===== src/rtl/linear_predict.sv =====
// linear_predict: sequential dot-product predictor, y_hat = sum(w[k]*x[k]) + b.
// One multiply-accumulate per cycle, result saturated to WIDTH bits and held
// until the consumer takes it.
// Build option: define LINEAR_PREDICT_ROUND_EN to round half up before the
// fractional shift; otherwise the shift truncates toward minus infinity.
module linear_predict #(
    parameter int N_FEATURES = 1,
    parameter int WIDTH      = 32,
    parameter int FRACTION   = 16
) (
    input  logic                          clk,
    input  logic                          rst_n,
    input  logic                          in_valid,
    output logic                          in_ready,
    input  logic [N_FEATURES*WIDTH-1:0]   x_flat,
    input  logic [N_FEATURES*WIDTH-1:0]   w_flat,
    input  logic [WIDTH-1:0]              b_in,
    output logic                          out_valid,
    input  logic                          out_ready,
    output logic [WIDTH-1:0]              y_hat,
    output logic                          sat_o
);

    // One guard bit beyond the worst-case sum of N full-precision products.
    localparam int AW = 2*WIDTH + $clog2(N_FEATURES) + 1;
    // The counter runs 0..N_FEATURES; the extra count is the output cycle.
    localparam int CW = $clog2(N_FEATURES + 1);
    localparam logic [CW-1:0] LAST = CW'(N_FEATURES);

    localparam logic [1:0] IDLE = 2'd0;
    localparam logic [1:0] MAC  = 2'd1;
    localparam logic [1:0] OUT  = 2'd2;

    localparam logic signed [AW-1:0] MAXV = {{(AW-WIDTH+1){1'b0}}, {(WIDTH-1){1'b1}}};
    localparam logic signed [AW-1:0] MINV = {{(AW-WIDTH+1){1'b1}}, {(WIDTH-1){1'b0}}};

    logic [1:0]                      state_q, state_d;
    logic [CW-1:0]                   cnt_q, cnt_d;
    logic signed [AW-1:0]            acc_q, acc_d;
    logic [N_FEATURES*WIDTH-1:0]     x_q, x_d;
    logic [N_FEATURES*WIDTH-1:0]     w_q, w_d;
    logic [WIDTH-1:0]                y_q, y_d;
    logic                            sat_q, sat_d;
    logic                            ov_q, ov_d;

    logic signed [WIDTH-1:0]         x_lo;
    logic signed [WIDTH-1:0]         w_lo;
    logic signed [2*WIDTH-1:0]       prod;
    logic signed [AW-1:0]            prod_ext;
    logic signed [AW-1:0]            bias_ext;
    logic [WIDTH:0]                  sat_res;

    // Drop the fractional bits, optionally rounding half up first.
    function automatic logic signed [AW-1:0] scale(input logic signed [AW-1:0] a);
`ifdef LINEAR_PREDICT_ROUND_EN
        logic signed [AW-1:0] rnd;
        rnd = AW'(1) << (FRACTION - 1);
        return (a + rnd) >>> FRACTION;
`else
        return a >>> FRACTION;
`endif
    endfunction

    // Clamp to the signed WIDTH range; MSB of the result is the clamp flag.
    function automatic logic [WIDTH:0] saturate(input logic signed [AW-1:0] v);
        if (v > MAXV) begin
            return {1'b1, 1'b0, {(WIDTH-1){1'b1}}};
        end else if (v < MINV) begin
            return {1'b1, 1'b1, {(WIDTH-1){1'b0}}};
        end else begin
            return {1'b0, v[WIDTH-1:0]};
        end
    endfunction

    // Features and weights are shifted down each MAC cycle, so the active
    // pair always sits in the low word.
    assign x_lo     = x_q[WIDTH-1:0];
    assign w_lo     = w_q[WIDTH-1:0];
    assign prod     = x_lo * w_lo;
    assign prod_ext = {{(AW-2*WIDTH){prod[2*WIDTH-1]}}, prod};
    assign bias_ext = {{(AW-WIDTH){b_in[WIDTH-1]}}, b_in} <<< FRACTION;
    assign sat_res  = saturate(scale(acc_q));

    assign in_ready  = (state_q == IDLE);
    assign out_valid = ov_q;
    assign y_hat     = y_q;
    assign sat_o     = sat_q;

    // Next-state and datapath control for IDLE -> MAC -> OUT.
    always_comb begin
        state_d = state_q;
        cnt_d   = cnt_q;
        acc_d   = acc_q;
        x_d     = x_q;
        w_d     = w_q;
        y_d     = y_q;
        sat_d   = sat_q;
        ov_d    = ov_q;
        case (state_q)
            IDLE: begin
                if (in_valid) begin
                    x_d     = x_flat;
                    w_d     = w_flat;
                    cnt_d   = '0;
                    acc_d   = bias_ext;
                    state_d = MAC;
                end
            end
            MAC: begin
                if (cnt_q == LAST) begin
                    sat_d   = sat_res[WIDTH];
                    y_d     = sat_res[WIDTH-1:0];
                    ov_d    = 1'b1;
                    state_d = OUT;
                end else begin
                    acc_d = acc_q + prod_ext;
                    x_d   = x_q >> WIDTH;
                    w_d   = w_q >> WIDTH;
                    cnt_d = cnt_q + CW'(1);
                end
            end
            OUT: begin
                if (out_ready) begin
                    ov_d    = 1'b0;
                    state_d = IDLE;
                end
            end
            default: state_d = IDLE;
        endcase
    end

    // State registers; reset discards any in-flight request.
    always_ff @(posedge clk) begin
        x_q <= x_d;
        w_q <= w_d;
        if (!rst_n) begin
            state_q <= IDLE;
            cnt_q   <= '0;
            acc_q   <= '0;
            y_q     <= '0;
            sat_q   <= 1'b0;
            ov_q    <= 1'b0;
        end else begin
            state_q <= state_d;
            cnt_q   <= cnt_d;
            acc_q   <= acc_d;
            y_q     <= y_d;
            sat_q   <= sat_d;
            ov_q    <= ov_d;
        end
    end

endmodule


===== config.mk =====
export PLATFORM = sky130hd
export DESIGN_NAME = linear_predict
export DESIGN_NICKNAME = d
export VERILOG_FILES = /design/src/rtl/linear_predict.sv
export SDC_FILE = /design/constraint.sdc
export NUM_CORES = 2
export LEC_CHECK = 0
export ABC_AREA = 1
export CORE_UTILIZATION = 42
export DETAILED_ROUTE_END_ITERATION = 16
export GPL_TIMING_DRIVEN = 0
export PLACE_DENSITY = 0.62
export SLEW_MARGIN = 20
export SYNTH_ARGS = -nofsm -noshare
export SYNTH_HDL_FRONTEND = slang
export SYNTH_SLANG_ARGS = --single-unit
export TNS_END_PERCENT = 1

===== constraint.sdc =====
create_clock -name clk -period 18 [get_ports clk]
set_input_delay 2.7 -clock clk [delete_from_list [all_inputs] [get_ports clk]]
set_output_delay 2.7 -clock clk [all_outputs]
set_load 0.02 [all_outputs]

==> flow_metrics.env <==
export IMPL_worst_slew_pin_slew_ns=1.37
export IMPL_avgSynthCellArea_um2=8.02
export IMPL_tritoncts="built"
export IMPL_clock_latency_ns=0.58
export IMPL_dp_hpwl_um=163000
export IMPL_grt_pass1_wl_um=274000
export IMPL_synth_top_area_share_pct=49.6
export IMPL_endpoint_kind="register"
export IMPL_post_cts_buffers=0
export IMPL_outcome="finished, final reports clean"
export IMPL_maxCapViolCount=0
export IMPL_via_per_inst=5.07
export IMPL_ys_ff_latch=166
export IMPL_drive_gt1_share_pct=2.23
export IMPL_placement_rows=125
export IMPL_grt_usage_pct=32.9
export IMPL_slew_violations=0
export IMPL_io_buffers=133
export IMPL_crit_type="register to register"
export IMPL_cts_inserted_buffers=17
export IMPL_hold_viol=0
export IMPL_finalWorstSetupSlack_ns=8.90
export IMPL_initial_core_util_pct=42.4
export IMPL_cts_sinks=166
export IMPL_cts_hold_fix_buffers=0
export IMPL_ys_top_cells_by_area="fa_1 (50%), inv_1 (15%), nand2_1 (11%)"
export IMPL_fp_dieH_um=345
export IMPL_period_needed_ns=9.10
export IMPL_io_pins=135
export IMPL_syn_to_final_growth_pct=7.95
export IMPL_cts_max_level=4
export IMPL_syn_nets=7693
export IMPL_dp_slack_ns=9.06
export IMPL_ys_seq_area_share_pct=8.03
export IMPL_grt_pass1_vias=41200
export IMPL_fp_dieW_um=345
export IMPL_crit_arrival_ns=9.54
export IMPL_setup_viol=0
export IMPL_async_flop_share_pct=0
export IMPL_ctsRootBufferMaster="clkbuf_16"
export IMPL_skew_ns=0.0211
export IMPL_holdWs_ns=0.465
export IMPL_routedWlPerCell_um=24.0
export IMPL_clockBufferDepth=2
export IMPL_antenna_found_initial=6
export IMPL_finalWirelength_um=188000
export IMPL_synth_edff_count=64
export IMPL_fmax_mhz=110
export IMPL_worst_path_max_fanout=10
export IMPL_core_area_mm2=0.116
export IMPL_num_nets_final=7849
export IMPL_finalCritPeriodShare_pct=50.6
export IMPL_crit_required_ns=18.44
export IMPL_final_setup_tns_ns=0
export IMPL_ant_nets=0
export IMPL_max_slew_margin_pct=8.98
export IMPL_yosysTopAreaCell="fa_1"
export IMPL_die_area_mm2=0.119
export IMPL_clkSlewWorstSetupHoldPaths_ns=0.09
export IMPL_critical_path_max_stage_delay_ns=0.89
export IMPL_ctsResizeCount=0
export IMPL_crit_path_top_delay_cell="fa_1"
export IMPL_synth_cell_area_mm2=0.0493
export IMPL_yosysWarnings=0
export IMPL_grt_start_max_net_pins=74
export IMPL_drtIter0Drc=3469
export IMPL_rsz0062_at_grt="false"
export IMPL_drc=0
export IMPL_overflow=0
export IMPL_num_vias=39800
export IMPL_ys_flop_type="dfxtp_1"
export IMPL_utilization_pct=45.8
export IMPL_min_path_type="register to register"
export IMPL_synth_cell_type_count=45
export IMPL_start_kind="register"
export IMPL_dr_pass1_iters=6
export IMPL_syn_inst=6151
export IMPL_gp_congestion=1.04
export IMPL_cpMostUsedCell="fa_1"
-- layer usage --
layer / wire [um] / GRT usage, % / up-vias
met2: 83600 / 50.2 / 1772
met4: 13000 / 19.0 / 0
li1: - / - / 17400
met3: 18300 / 8.60 / 494
met1: 73400 / 42.3 / 20200
met5: 0 / 0 / -
-- critical path: cells and delay by family (launching register included) --
family	cells	cell delay (ns)
compound gates	1	0.08
buf+inv	6	1.35
fa+ha+maj	9	5.29
simple gates	9	1.80
flops	1	0.43
-- stage by stage --
stage | cell area, um2 | instances
floorplan | 49300 | 6151
global placement | 52600 | 7808
detailed placement | 52600 | 7811
CTS | 53200 | 7843
global route | 53200 | 7844
finish | 53300 | 7851
-- cell usage after synthesis, types with 2 or more instances --
master	n
o211ai_1	10
nand3_1	93
a21oi_1	109
nand3b_1	6
buf_2	8
edfxtp_1	64
o21ai_2	2
nor3_1	14
xor2_1	13
xnor2_1	14
buf_1	6
clkbuf_1	217
buf_6	3
o22ai_1	3
o21bai_1	22
o21ai_1	19
nand4_1	28
nor2_2	16
a21oi_2	7
nor4_1	2
nand3_2	7
nor3_2	2
fa_1	1222
nor2_1	255
dfxtp_1	102
nand2_1	1502
inv_1	2026
nand2_2	18
inv_2	9
ha_1	220
or2_2	10
o21ai_0	109
-- path summary, 6_finish.rpt --
| kind | to | startpoint | slack, ns | cells past startpoint |
|---|---|---|---|---|
| max reg2reg | acc_q[56]$_SDFFE_PN0P_ | x_lo[31]$_SDFFCE_PP0P_ | 8.90 | 25 |
| min reg2reg | acc_q[2]$_SDFFE_PN0P_ | acc_q[2]$_SDFFE_PN0P_ | 0.47 | 2 |
| min | acc_q[2]$_SDFFE_PN0P_ | acc_q[2]$_SDFFE_PN0P_ | 0.47 | 2 |
| max | acc_q[56]$_SDFFE_PN0P_ | x_lo[31]$_SDFFCE_PP0P_ | 8.90 | 25 |
-- placed cells by master (no fill, tap or decap), drive strengths merged --
master	synthesis	routed
o21ai	130	130
edfxtp	64	64
or2	11	11
nand3	100	100
diode	0	7
dfxtp	102	102
nor4	2	2
clkdlybuf4s50	0	133
o31ai	2	2
nand2	1520	1520
o32ai	1	1
and2	1	1
a21o	1	1
nor3	16	16
inv	2035	2045
a21boi	1	1
xnor2	14	14
a21oi	116	116
nand3b	6	6
ha	220	220
o211ai	10	10
o221ai	1	1
xor2	13	13
nand4	28	28
clkbuf	217	235
nor2	273	273
fa	1222	1222
o2bb2ai	1	1
o21bai	22	22
o22ai	3	3
buf	18	22
clkinvlp	0	1
clkinv	1	4
-- final cells by class --
type	instances	area, um2
Tap cell	1524	1910
Antenna cell	7	17.5
Fill cell	11900	63100
Multi-Input combinational cell	3714	36800
Inverter	2036	7640
Clock inverter	14	133
Buffer	235	936
Sequential cell	166	3960
Clock buffer	18	439
Timing Repair Buffer	137	1390
-- flip-flops by register name, indices dropped and copies added (netlist names) --
name and flops:
y_hat 32, sat_o 1, acc_q 65, cnt_q 1, x_lo 32, w_lo 32, state_q 2, out_valid 1
-- cells by family (layout without fill, tap and decap cells) --
| family | count (synthesis) | count (layout) | share of synthesized area, % |
|---|---|---|---|
| flip-flops | 166 | 166 | 8.03 |
| other | 0 | 7 | 0 |
| XOR/XNOR | 27 | 27 | 0.479 |
| adder cells (fa/ha/maj) | 1442 | 1442 | 55.2 |
| AO/OA/AOI/OAI | 288 | 288 | 3.21 |
| AND/OR/NAND/NOR | 1957 | 1957 | 15.8 |
| buffers and inverters | 2271 | 2440 | 17.4 |
Power is left out: the tool's default activity adds up to more than one toggle a clock period on the data nets, which glitch-free logic cannot reach.
